## config.mk

```make
export PLATFORM = sky130hd
export DESIGN_NAME = player_motion_ctl_flat
export DESIGN_NICKNAME = d
export VERILOG_FILES = /design/src/rtl/player_motion_ctl_if.sv /design/src/rtl/player_motion_ctl.sv /design/src/flat_wrapper.sv
export SDC_FILE = /design/constraint.sdc
export NUM_CORES = 1
export LEC_CHECK = 0
export ABC_CLOCK_PERIOD_IN_PS = 5600
export CAP_MARGIN = 20
export CORE_MARGIN = 1.5
export CORE_UTILIZATION = 40
export CTS_CLUSTER_DIAMETER = 100
export DETAILED_ROUTE_END_ITERATION = 10
export MAX_ROUTING_LAYER = met4
export PLACE_DENSITY = 0.66
export SLEW_MARGIN = 20
export SYNTH_ARGS = -nofsm -noshare
export SYNTH_HDL_FRONTEND = slang
export SYNTH_SLANG_ARGS = --single-unit
```

## constraint.sdc

```tcl
create_clock -name pclk -period 5.6 [get_ports pclk]
set_input_delay 0.56 -clock pclk [delete_from_list [all_inputs] [get_ports pclk]]
set_output_delay 0.56 -clock pclk [all_outputs]
set_load 0.1 [all_outputs]
```

## src/rtl/player_motion_ctl_if.sv

```systemverilog
// Control/status bundle between the button/vblank logic and the player motion controller.
// The master drives frame timing and buttons; the slave returns the sprite position and flags.
interface player_motion_ctl_if;
    logic        frame_tick;
    logic        enable;
    logic        btn_left;
    logic        btn_right;
    logic        btn_jump;
    logic [11:0] xpos;
    logic [11:0] ypos;
    logic        airborne;
    logic        landed;
    logic        facing_left;

    modport master (
        output frame_tick, enable, btn_left, btn_right, btn_jump,
        input  xpos, ypos, airborne, landed, facing_left
    );

    modport slave (
        input  frame_tick, enable, btn_left, btn_right, btn_jump,
        output xpos, ypos, airborne, landed, facing_left
    );
endinterface

```

## src/rtl/player_motion_ctl.sv

```systemverilog
// Per-frame player sprite motion: horizontal stepping plus a jump/gravity state machine.
// Position only changes on an enabled frame tick, so the sprite never moves mid-frame.
module player_motion_ctl #(
    parameter int SCREEN_W = 800,
    parameter int SCREEN_H = 600,
    parameter int SPRITE_W = 48,
    parameter int SPRITE_H = 64,
    parameter int X_START  = 376,
    parameter int X_STEP   = 4,
    parameter int JUMP_V0  = 16,
    parameter int GRAVITY  = 1,
    parameter int V_MAX    = 16
) (
    input  logic               pclk,
    input  logic               rst,
    player_motion_ctl_if.slave motion
);
    localparam int GROUND_Y = SCREEN_H - SPRITE_H;
    localparam int X_MAX    = SCREEN_W - SPRITE_W;

    typedef enum logic [1:0] {IDLE, RISE, FALL} state_t;

    state_t      state;
    logic [1:0]  left_sync;
    logic [1:0]  right_sync;
    logic [1:0]  jump_sync;
    logic [11:0] xpos;
    logic [11:0] ypos;
    logic [5:0]  vy;
    logic        landed;
    logic        facing_left;

    logic        left;
    logic        right;
    logic        jump;
    logic        tick;
    logic [12:0] x_ext;
    logic [12:0] y_ext;
    logic [12:0] vy_ext;
    logic [12:0] x_right;
    logic [12:0] v_sum;
    logic [12:0] v_next;
    logic [12:0] y_fall;

    // Buttons are asynchronous to pclk; only the second flop feeds control logic.
    always_ff @(posedge pclk or posedge rst) begin
        if (rst) begin
            left_sync  <= 2'b00;
            right_sync <= 2'b00;
            jump_sync  <= 2'b00;
        end else begin
            left_sync  <= {left_sync[0],  motion.btn_left};
            right_sync <= {right_sync[0], motion.btn_right};
            jump_sync  <= {jump_sync[0],  motion.btn_jump};
        end
    end

    assign left  = left_sync[1];
    assign right = right_sync[1];
    assign jump  = jump_sync[1];
    assign tick  = motion.frame_tick & motion.enable;

    // 13-bit intermediates keep the comparisons free of wraparound.
    assign x_ext   = {1'b0, xpos};
    assign y_ext   = {1'b0, ypos};
    assign vy_ext  = {7'd0, vy};
    assign x_right = x_ext + 13'(X_STEP);
    assign v_sum   = vy_ext + 13'(GRAVITY);
    assign v_next  = (v_sum > 13'(V_MAX)) ? 13'(V_MAX) : v_sum;
    assign y_fall  = y_ext + v_next;

    always_ff @(posedge pclk or posedge rst) begin
        if (rst) begin
            state       <= IDLE;
            xpos        <= 12'(X_START);
            ypos        <= 12'(GROUND_Y);
            vy          <= 6'd0;
            landed      <= 1'b0;
            facing_left <= 1'b0;
        end else begin
            landed <= 1'b0;
            if (tick) begin
                if (left && !right) begin
                    facing_left <= 1'b1;
                    if (x_ext < 13'(X_STEP))
                        xpos <= 12'd0;
                    else
                        xpos <= xpos - 12'(X_STEP);
                end else if (right && !left) begin
                    facing_left <= 1'b0;
                    if (x_right > 13'(X_MAX))
                        xpos <= 12'(X_MAX);
                    else
                        xpos <= x_right[11:0];
                end

                case (state)
                    IDLE: begin
                        if (jump) begin
                            state <= RISE;
                            vy    <= 6'(JUMP_V0);
                        end
                    end
                    RISE: begin
                        if (y_ext < vy_ext) begin
                            ypos  <= 12'd0;
                            vy    <= 6'd0;
                            state <= FALL;
                        end else begin
                            ypos <= ypos - {6'd0, vy};
                            if (vy_ext <= 13'(GRAVITY)) begin
                                vy    <= 6'd0;
                                state <= FALL;
                            end else begin
                                vy <= vy - 6'(GRAVITY);
                            end
                        end
                    end
                    FALL: begin
                        if (y_fall >= 13'(GROUND_Y)) begin
                            ypos   <= 12'(GROUND_Y);
                            vy     <= 6'd0;
                            state  <= IDLE;
                            landed <= 1'b1;
                        end else begin
                            ypos <= y_fall[11:0];
                            vy   <= v_next[5:0];
                        end
                    end
                    default: state <= IDLE;
                endcase
            end
        end
    end

    assign motion.xpos        = xpos;
    assign motion.ypos        = ypos;
    assign motion.airborne    = (state != IDLE);
    assign motion.landed      = landed;
    assign motion.facing_left = facing_left;
endmodule

```

## src/flat_wrapper.sv

```systemverilog
// flat-port wrapper written by rule: the top's interface ports become plain ports
module player_motion_ctl_flat 
#(
    parameter int SCREEN_W = 800,
    parameter int SCREEN_H = 600,
    parameter int SPRITE_W = 48,
    parameter int SPRITE_H = 64,
    parameter int X_START  = 376,
    parameter int X_STEP   = 4,
    parameter int JUMP_V0  = 16,
    parameter int GRAVITY  = 1,
    parameter int V_MAX    = 16
)
  (pclk, rst, motion_frame_tick, motion_enable, motion_btn_left, motion_btn_right, motion_btn_jump, motion_xpos, motion_ypos, motion_airborne, motion_landed, motion_facing_left);
  player_motion_ctl_if motion_i ();
  input  logic pclk;
  input  logic rst;
  input wire logic [$bits(motion_i.frame_tick)-1:0] motion_frame_tick;
  input wire logic [$bits(motion_i.enable)-1:0] motion_enable;
  input wire logic [$bits(motion_i.btn_left)-1:0] motion_btn_left;
  input wire logic [$bits(motion_i.btn_right)-1:0] motion_btn_right;
  input wire logic [$bits(motion_i.btn_jump)-1:0] motion_btn_jump;
  output wire logic [$bits(motion_i.xpos)-1:0] motion_xpos;
  output wire logic [$bits(motion_i.ypos)-1:0] motion_ypos;
  output wire logic [$bits(motion_i.airborne)-1:0] motion_airborne;
  output wire logic [$bits(motion_i.landed)-1:0] motion_landed;
  output wire logic [$bits(motion_i.facing_left)-1:0] motion_facing_left;
  assign motion_i.frame_tick = motion_frame_tick;
  assign motion_i.enable = motion_enable;
  assign motion_i.btn_left = motion_btn_left;
  assign motion_i.btn_right = motion_btn_right;
  assign motion_i.btn_jump = motion_btn_jump;
  assign motion_xpos = motion_i.xpos;
  assign motion_ypos = motion_i.ypos;
  assign motion_airborne = motion_i.airborne;
  assign motion_landed = motion_i.landed;
  assign motion_facing_left = motion_i.facing_left;
  player_motion_ctl #(.SCREEN_W(SCREEN_W), .SCREEN_H(SCREEN_H), .SPRITE_W(SPRITE_W), .SPRITE_H(SPRITE_H), .X_START(X_START), .X_STEP(X_STEP), .JUMP_V0(JUMP_V0), .GRAVITY(GRAVITY), .V_MAX(V_MAX)) u_core (.pclk(pclk), .rst(rst), .motion(motion_i));
endmodule
```

* Word-level counts from Yosys, hierarchy flattened *
Cells that the tools add are included.
W data, S select, Z words.

storage, ports and cells
  bits in registers = 40
  word-level logic and storage cells = 63

operators by class
  add/sub/neg operators = 6
  order comparisons = 6
  equality and inequality tests = 5
  multiplexer cells = 23
  bitwise logic cells = 1
  reduce and logical (&&, ||, !) cells = 13

operators with widths
  cell                     count
  $mux W12                 6
  $mux W6                  4
  $pmux W12 S2             1
  $pmux W6 S3              1
  $add A12 B13 Y13         1
  $add A12 B3 Y13 const B  1
  $ge A13 B10 Y1 const B   1
  $gt A13 B10 Y1 const B   1
  $gt A13 B5 Y1 const B    1
  $mux W13                 1
  $lt A12 B3 Y1 const B    1
  $lt A12 B6 Y1            1
  $sub A12 B3 Y12 const B  1
  $sub A12 B6 Y12          1
  $mux W2                  4
  $add A6 B1 Y7 const B    1
  $le A6 B1 Y1 const B     1
  $pmux W2 S3              1
  $reduce_bool A2 Y1       3
  $sub A6 B1 Y6 const B    1
  $mux W1                  5
  $ne A2 B1 Y1 const B     2
  $reduce_and A2 Y1        2
  $reduce_and A4 Y1        1
  other kinds (9)          11

* Longest topological paths before layout *
Gate-level depths: netlist of run 1.

  depth in word-level cells = 8
  gate-level depth with buffers = 18
  mapped depth without buffers = 17

* Worst setup path before layout of run 1 *
No wires, ideal clock.

  path kind = flip-flop to flip-flop
  start point = reg u_core.vy[1]
  end point = reg u_core.ypos[1], in the netlist u_core.motion.ypos[1]
  data arrival time = 3,899 ps
  required time = 5,527 ps
  path slack = 1,628 ps
  cell stages (with the launch flop) = 18
  buffers on the path = 1
  period minus slack after synthesis = 3,972 ps
  path through = dfrtp_1 -> ha_1 -> and3_1 -> o21ai_0 -> nand2_1 -> nor2_1 -> ha_1 -> inv_1 -> fa_1 -> nor2b_4 -> o2111ai_1 -> and4b_2 -> xnor2_1 -> or4_4 -> a211o_1 -> buf_6 -> o221a_1 -> a21oi_2

on the way
  word-level cells in the longest chain between the ends = 7

ends and longest elaborated chain
  element                   RTL line                  text
  start: declaration        player_motion_ctl.sv:29   logic [5:0] vy;
  start signal: assignment  player_motion_ctl.sv:101  vy <= 6'(JUMP_V0);
  start signal: assignment  player_motion_ctl.sv:115  vy <= vy - 6'(GRAVITY);
  start signal: assignment  player_motion_ctl.sv:127  vy <= v_next[5:0];
  $add A6 B1 Y7             player_motion_ctl.sv:68   assign v_sum = vy_ext + 13'(GRAVITY);
  $gt A13 B5 Y1             player_motion_ctl.sv:69   assign v_next = (v_sum > 13'(V_MAX)) ? 13'(V_MAX) : v_sum;
  $mux W13                  player_motion_ctl.sv:69
  $add A12 B13 Y13          player_motion_ctl.sv:70   assign y_fall = y_ext + v_next;
  $ge A13 B10 Y1            player_motion_ctl.sv:120  if (y_fall >= 13'(GROUND_Y)) begin
  $mux W12                  player_motion_ctl.sv:120
  $pmux W12 S2 *            player_motion_ctl.sv:97   case (state)
  end signal: assignment    player_motion_ctl.sv:76   ypos <= 12'(GROUND_Y);
  end signal: assignment    player_motion_ctl.sv:121  ypos <= 12'(GROUND_Y);
  end signal: assignment    player_motion_ctl.sv:126  ypos <= y_fall[11:0];
  end: declaration          player_motion_ctl.sv:28   logic [11:0] ypos;

Every way passes the cells marked *; elsewhere a longest branch is shown, timed or not.
A chain may end at the register's enable or synchronous reset.

* Final worst setup path of run 1 *
  start point = reg u_core.vy[0]
  end point = reg u_core.ypos[1], in the netlist u_core.motion.ypos[1]

The elaborated chain is that of the path after synthesis.

==> metrics.md, run 1 <==
| Metric | Value |
|---|---|
| Post-synth top cells | `a21oi_1 (40), nand2_1 (37), o21ai_0 (37)` |
| CP max stage cell | `dfrtp_1` |
| Clock-pin slew of the registers on the worst-case setup and hold paths | `0.08 ns` |
| Worst min path class | `flip-flop to flip-flop` |
| Worst-Margin Slew | `0.991 ns` |
| Tot GR Track Use | `21.6%` |
| CTS tree | `done` |
| Filler Cell Count | `792` |
| Most common cell on crit path | `ha_1` |
| Gates resized, CTS repair | `0` |
| Unrepaired setup endpoints after global routing | `false` |
| Final hold violations | `0` |
| CTS H-tree depth | `2` |
| Post-synth EDFFs | `0` |
| Crit path required time | `5.82 ns` |
| Min cycle time layout | `4.49 ns` |
| Critical Path, Cell by Cell | `ha_1 > and3_1 > nand3_1 > o21ai_0 > nand2_1 > nor2_1 > ha_1 > inv_1 > fa_1 > nor2b_4 > o2111ai_1 > and4b_2 > xnor2_1 > or4_4 > a211o_1 > o221a_1 > a21oi_2` |
| Final Max Tran Viols | `0` |
| Yosys top cell area share | `22.6%` |
| Final setup viols | `0` |
| Seq cells post-synth | `38` |
| DR vias | `3282` |
| Row count | `33` |
| Ranking of synthesized cells by area | `dfrtp_1 (23%), ha_1 (8.6%), dfstp_2 (6.3%)` |
| Clk_lat worst skew | `0.31 ns` |
| CP Class | `flip-flop to flip-flop` |
| CP Launch Type | `flip-flop` |
| Port Buffer Count | `31` |
| Die ar. | `8870 um^2` |
| Hold path depth | `0` |
| Footprint of the multi-input gates | `2180 um^2` |
| Worst Min Path Start | `u_core.right_sync[0]$_DFF_PP0_` |
| Most frequent cell after synthesis | `a21oi_1` |
| Sequential Area | `961 um^2` |
| TNS Setup | `0 ns` |
| Post-Syn Area per Cell | `7.81 um^2` |
| Critical Path Fanout Max | `12` |
| Synth Warn # | `0` |
| Via/cell ratio | `5.97` |
| Post-CTS setup buffers | `0` |
| Ports | `34` |
| Largest net degree at the start of global routing | `39` |
| Final HPWL DP | `6.38 mm` |
| Max-cap violations | `0` |
| Vias in the first global route | `3035` |
| Skew final | `0.0159 ns` |
| Cell accounting for the most synthesized area | `dfrtp_1` |
| CTS Buffer Depth | `2` |
| Syn Inst Count | `426` |
| Global-route wire length before repair | `14.8 mm` |
| End of the worst hold path | `u_core.right_sync[1]$_DFF_PP0_` |
| Sequential-to-total area share from yosys stat | `28.9%` |
| Max Clock Freq | `223 MHz` |
| Pre-antenna DRT Iters | `4` |
| Yosys cell types | `64` |
| CTS Hold Bufs | `0` |
| Final Wtd Congestion | `0.942` |
| Main synth FF type | `dfrtp_1` |
| Async set-reset flop share out of synthesis | `100%` |
| CTS Buf Count | `5` |
| CORE AREA | `8130 um^2` |
| Total wire length | `8.74 mm` |
| # DRC | `0` |
| Die outline height | `94.2 um` |
| P&R area growth vs syn | `14.8%` |
| CTS sink count | `38` |
| Status | `finished, final reports clean` |
| Worst r2r src | `u_core.vy[0]$_DFFE_PP0P_` |
| Syn Std Cell Area | `3330 um^2` |
| Wire per inst | `15.9 um` |
| Fin crit share | `80.2%` |
| Clock Tree Root | `clkbuf_8` |
| CP delay by family, top | `simple AND/OR/NAND/NOR gates` |
| Number of antenna violations at the first check in global routing | `0` |
| Reg-to-reg endpoint | `u_core.motion.ypos[1]$_DFFE_PP0P_` |
| GR Overflow Total | `0` |
| Reg2Reg Depth | `17` |
| Worst Path Buf+Inv | `1` |
| Crit end category | `flip-flop` |
| Finished Core Util | `47.0%` |
| Layout Nets | `476` |
| Worst Hold Slack | `0.350 ns` |
| Crit path largest cell delay | `0.56 ns` |
| Rel. slew slack | `33.7%` |
| Worst Path Arrival | `4.71 ns` |
| Share of cells above drive strength 1 | `5.84%` |
| Die Wd | `94.2 um` |
| Initial DRC count | `185` |
| R2R setup slack | `1.11 ns` |
| Antenna-violating nets left | `0` |
| Antenna cell count | `0` |
| Starting density of the core | `40.9%` |
[layout make-up]
| class | count | share of cell area, % |
|---|---|---|
| clock buffers | 5 | 1.80 |
| multi-input cells | 343 | 57.1 |
| repair buffers | 32 | 8.32 |
| clock inverters | 3 | 1.80 |
| well taps | 105 | 3.44 |
| flip-flops and latches | 38 | 25.2 |
| inverters | 24 | 2.36 |
[stage by stage]
stage / setup WS [ns] / area, um^2 / cells
after floorplan: 1.63 / 3340 / 429
after global placement: 1.27 / 3680 / 542
after detailed placement: 1.13 / 3680 / 542
after CTS: 1.12 / 3820 / 550
after global routing: 0.672 / 3820 / 550
final: 1.11 / 3820 / 550
[per-layer routing]
metal  wire (um)  share of wire (%)  GRT usage (%)
met5           0                  0              -
met4         156                1.8           8.21
met3         442                5.1           4.05
met2        3930                 45           31.4
met1        4210                 48           29.6
[registers in the layout (all words and copies together) (netlist names)]
register                   count
u_core.vy                      6
u_core.state                   2
u_core.jump_sync               2
u_core.motion.facing_left      1
u_core.motion.landed           1
u_core.left_sync               2
u_core.motion.ypos            12
u_core.motion.xpos            10
u_core.right_sync              2
[worst max-delay path by stage]
stage                             start                                 to  slack (ns)  cells past startpoint
2_1_floorplan  u_core.vy[1]$_DFFE_PP0P_  u_core.motion.ypos[1]$_DFFE_PP0P_        1.63                     17
3_3_place_gp   u_core.vy[0]$_DFFE_PP0P_        u_core.state[1]$_DFFE_PP0P_        1.27                     17
3_5_place_dp   u_core.vy[0]$_DFFE_PP0P_        u_core.state[1]$_DFFE_PP0P_        1.13                     17
4_1_cts        u_core.vy[0]$_DFFE_PP0P_        u_core.state[1]$_DFFE_PP0P_        1.12                     17
5_1_grt        u_core.vy[0]$_DFFE_PP0P_        u_core.state[0]$_DFFE_PP0P_        0.67                     15
6_report       u_core.vy[0]$_DFFE_PP0P_  u_core.motion.ypos[1]$_DFFE_PP0P_        1.11                     17
[layout by cell type, fill, tap and decap left out, drive strengths merged, types with 5 or more instances in the layout]
master,count
a21oi,41
nand2,37
o21ai,37
clkdlybuf4s50,31
dfrtp,30
nor2,27
nand3,24
inv,24
ha,23
nor3,18
xnor2,11
nor4,9
a31oi,8
dfstp,8
and3,7
nor2b,7
o211ai,6
o31ai,6
nand4,6
a21o,5
nand2b,5
o22ai,5
clkbuf,5
[cell families (layout without fill, tap and decap cells)]
family                     after synthesis  count (layout)  share of synthesized area (%)
buffers and inverters                   48              64                           5.87
AOI/OAI and AO/OA                      139             139                           26.3
adders and majority gates               25              25                           9.85
xor gates and xnor gates                14              14                           3.69
muxes                                    3               3                          0.903
other                                    1               4                          0.113
and+or+nand+nor                        158             158                           24.4
DFF                                     38              38                           28.9
Power of run 1 is not shown: default switching activity piles up to over one toggle a cycle in this logic, so the estimate is an artifact.
==> run 2: changes to the inputs <==
ABC_CLOCK_PERIOD_IN_PS = 4400   (was 5600)
clock period = 4.4 ns   (was 5.6 ns; I/O delays follow)
==> run 2 against run 1 <==
Effect of this change:
- global-route usage shrank 0.76 points
- final cell count is 1.3% higher
- first-iteration DRC count is 0.54% higher
- worst hold slack is essentially flat
- via count is 1.9% higher
- clock skew down 0.0082 ns
- register-to-register slack worse by 0.79 ns
- fmax is 9.9% higher
- critical path type unchanged
- highest routed layer unchanged
==> metrics.md, run 2 (synthesized netlist as in run 1, its figures left out) <==
| Metric | Value |
|---|---|
| Status | `finished, final reports clean` |
| # DRC | `0` |
| Share of cells above drive strength 1 | `7.74%` |
| R2R setup slack | `0.31 ns` |
| Largest regs | `u_core.motion.ypos x12, u_core.motion.xpos x10, u_core.vy x6` |
| Critical Path, Cell by Cell | `ha_1 > nor2b_1 > nand2b_1 > a21oi_1 > a21oi_1 > o21ai_0 > and3_1 > inv_1 > fa_1 > nor2b_4 > o2111ai_1 > and4b_2 > xnor2_1 > or4_4 > a211o_2 > nor3b_1 > a2bb2oi_1` |
| Vias in the first global route | `2949` |
| CP Launch Type | `flip-flop` |
| Number of antenna violations at the first check in global routing | `0` |
| Via/cell ratio | `6.00` |
| Most frequent cells in the layout | `a21oi_1 (40), nand2_1 (37), o21ai_0 (36)` |
| Worst-Margin Slew | `0.990 ns` |
| Clk_lat worst skew | `0.29 ns` |
| Hold path depth | `0` |
| Antenna-violating nets left | `0` |
| CTS H-tree depth | `2` |
| CP max stage cell | `or4_4` |
| Die outline height | `94.2 um` |
| Critical Path Fanout Max | `11` |
| CP Class | `flip-flop to flip-flop` |
| Reg2Reg Depth | `17` |
| Final hold violations | `0` |
| Max-cap violations | `0` |
| Most common cell on crit path | `a21oi_1` |
| CP startpoint | `u_core.vy[0]$_DFFE_PP0P_` |
| CORE AREA | `8130 um^2` |
| Crit path required time | `4.57 ns` |
| CTS tree | `done` |
| Biggest register | `u_core.motion.ypos` |
| Row count | `33` |
| Commonest non-fill, non-tap cell in the layout | `a21oi_1` |
| Die Wd | `94.2 um` |
| Final Wtd Congestion | `0.954` |
| TNS Setup | `0 ns` |
| Crit path largest cell delay | `0.52 ns` |
| Antenna cell count | `0` |
| Layout Nets | `483` |
| Global-route wire length before repair | `14.4 mm` |
| Clock-pin slew of the registers on the worst-case setup and hold paths | `0.08 ns` |
| P&R area growth vs syn | `15.8%` |
| Max reg flops | `12` |
| Tot GR Track Use | `20.8%` |
| Worst Min Path Start | `u_core.right_sync[0]$_DFF_PP0_` |
| Min cycle time layout | `4.09 ns` |
| CTS Buf Count | `5` |
| CTS Buffer Depth | `2` |
| Fin crit share | `92.9%` |
| Clock Tree Root | `clkbuf_8` |
| Ports | `34` |
| Worst r2r src | `u_core.vy[0]$_DFFE_PP0P_` |
| Pre-antenna DRT Iters | `4` |
| DR vias | `3344` |
| Worst Path Arrival | `4.25 ns` |
| Final setup viols | `0` |
| Skew final | `0.00763 ns` |
| Final HPWL DP | `6.33 mm` |
| Die ar. | `8870 um^2` |
| Worst min path class | `flip-flop to flip-flop` |
| Wire per inst | `15.5 um` |
| Total wire length | `8.64 mm` |
| Initial DRC count | `186` |
| Port Buffer Count | `31` |
| Starting density of the core | `40.9%` |
| Largest net degree at the start of global routing | `39` |
| Rel. slew slack | `33.8%` |
| Crit end category | `flip-flop` |
| Post-CTS setup buffers | `0` |
| GR Overflow Total | `0` |
| Final Max Tran Viols | `0` |
| CTS sink count | `38` |
| Unrepaired setup endpoints after global routing | `false` |
| Max Clock Freq | `245 MHz` |
run 2: worst max-delay path: cells and delay by family, from the launching register on:
kind	cells	cell delay, ns
and+or+nand+nor	7	1.70
buffers and inverters	1	0.08
xor gates and xnor gates	1	0.15
AOI/OAI and AO/OA	6	1.01
DFF	1	0.38
adders and majority gates	2	0.63
run 2: path summary, 6_finish.rpt:
| path | end |
|---|---|
| setup reg to reg | u_core.state[1]$_DFFE_PP0P_ |
| max in group asynchronous | u_core.motion.xpos[3]$_DFFE_PP1P_ |
| hold reg to reg | u_core.right_sync[1]$_DFF_PP0_ |
| hold / removal | u_core.right_sync[1]$_DFF_PP0_ |
| setup / recovery | u_core.state[1]$_DFFE_PP0P_ |
| min in group asynchronous | u_core.motion.facing_left$_DFFE_PP0P_ |
run 2: repair_timing:
action,4_1_cts,5_1_grt
gates resized for setup,0,3
hold buffers,0,0
setup endpoints to repair,0,8
run 2: layer usage:
| layer | vias to the layer above | share of wire (%) | track usage (%) |
|---|---|---|---|
| met5 | - | 0 | - |
| met4 | 0 | 1.1 | 4.60 |
| met3 | 12 | 5.3 | 2.99 |
| met2 | 120 | 46 | 31.8 |
| met1 | 1586 | 48 | 29.2 |
| li1 | 1626 | - | - |
run 2: area by class of cell:
class                           instances  area, um^2
Clock buffer                            5        68.8
Clock inverter                          3        45.0
Fill cell                             789        4280
Inverter                               24        90.1
Multi-Input combinational cell        343        2190
Sequential cell                        38         961
Tap cell                              105         131
Timing Repair Buffer                   39         370
run 2: per-stage QoR:
stage / setup WS (ns) / std cells / util [%] / hold WS (ns) / cell area (um^2)
after floorplan: 0.428 / 429 / - / 0.331 / 3340
after global placement: 0.294 / 549 / 45.9 / 0.333 / 3730
after detailed placement: 0.195 / 549 / 45.9 / 0.336 / 3730
after CTS: 0.185 / 557 / 47.3 / 0.354 / 3850
after global routing: 0.0457 / 557 / 47.4 / 0.368 / 3850
final: 0.313 / 557 / 47.4 / 0.350 / 3850
Power of run 2 is left out for the same reason.
==> run 3: changes to the inputs <==
HOLD_SLACK_MARGIN = 0.06   (was default)
==> results of run 3 <==
No change in the layout: final DEF, timing and power equal those of run 2.
Power of run 3 is left out for the same reason.
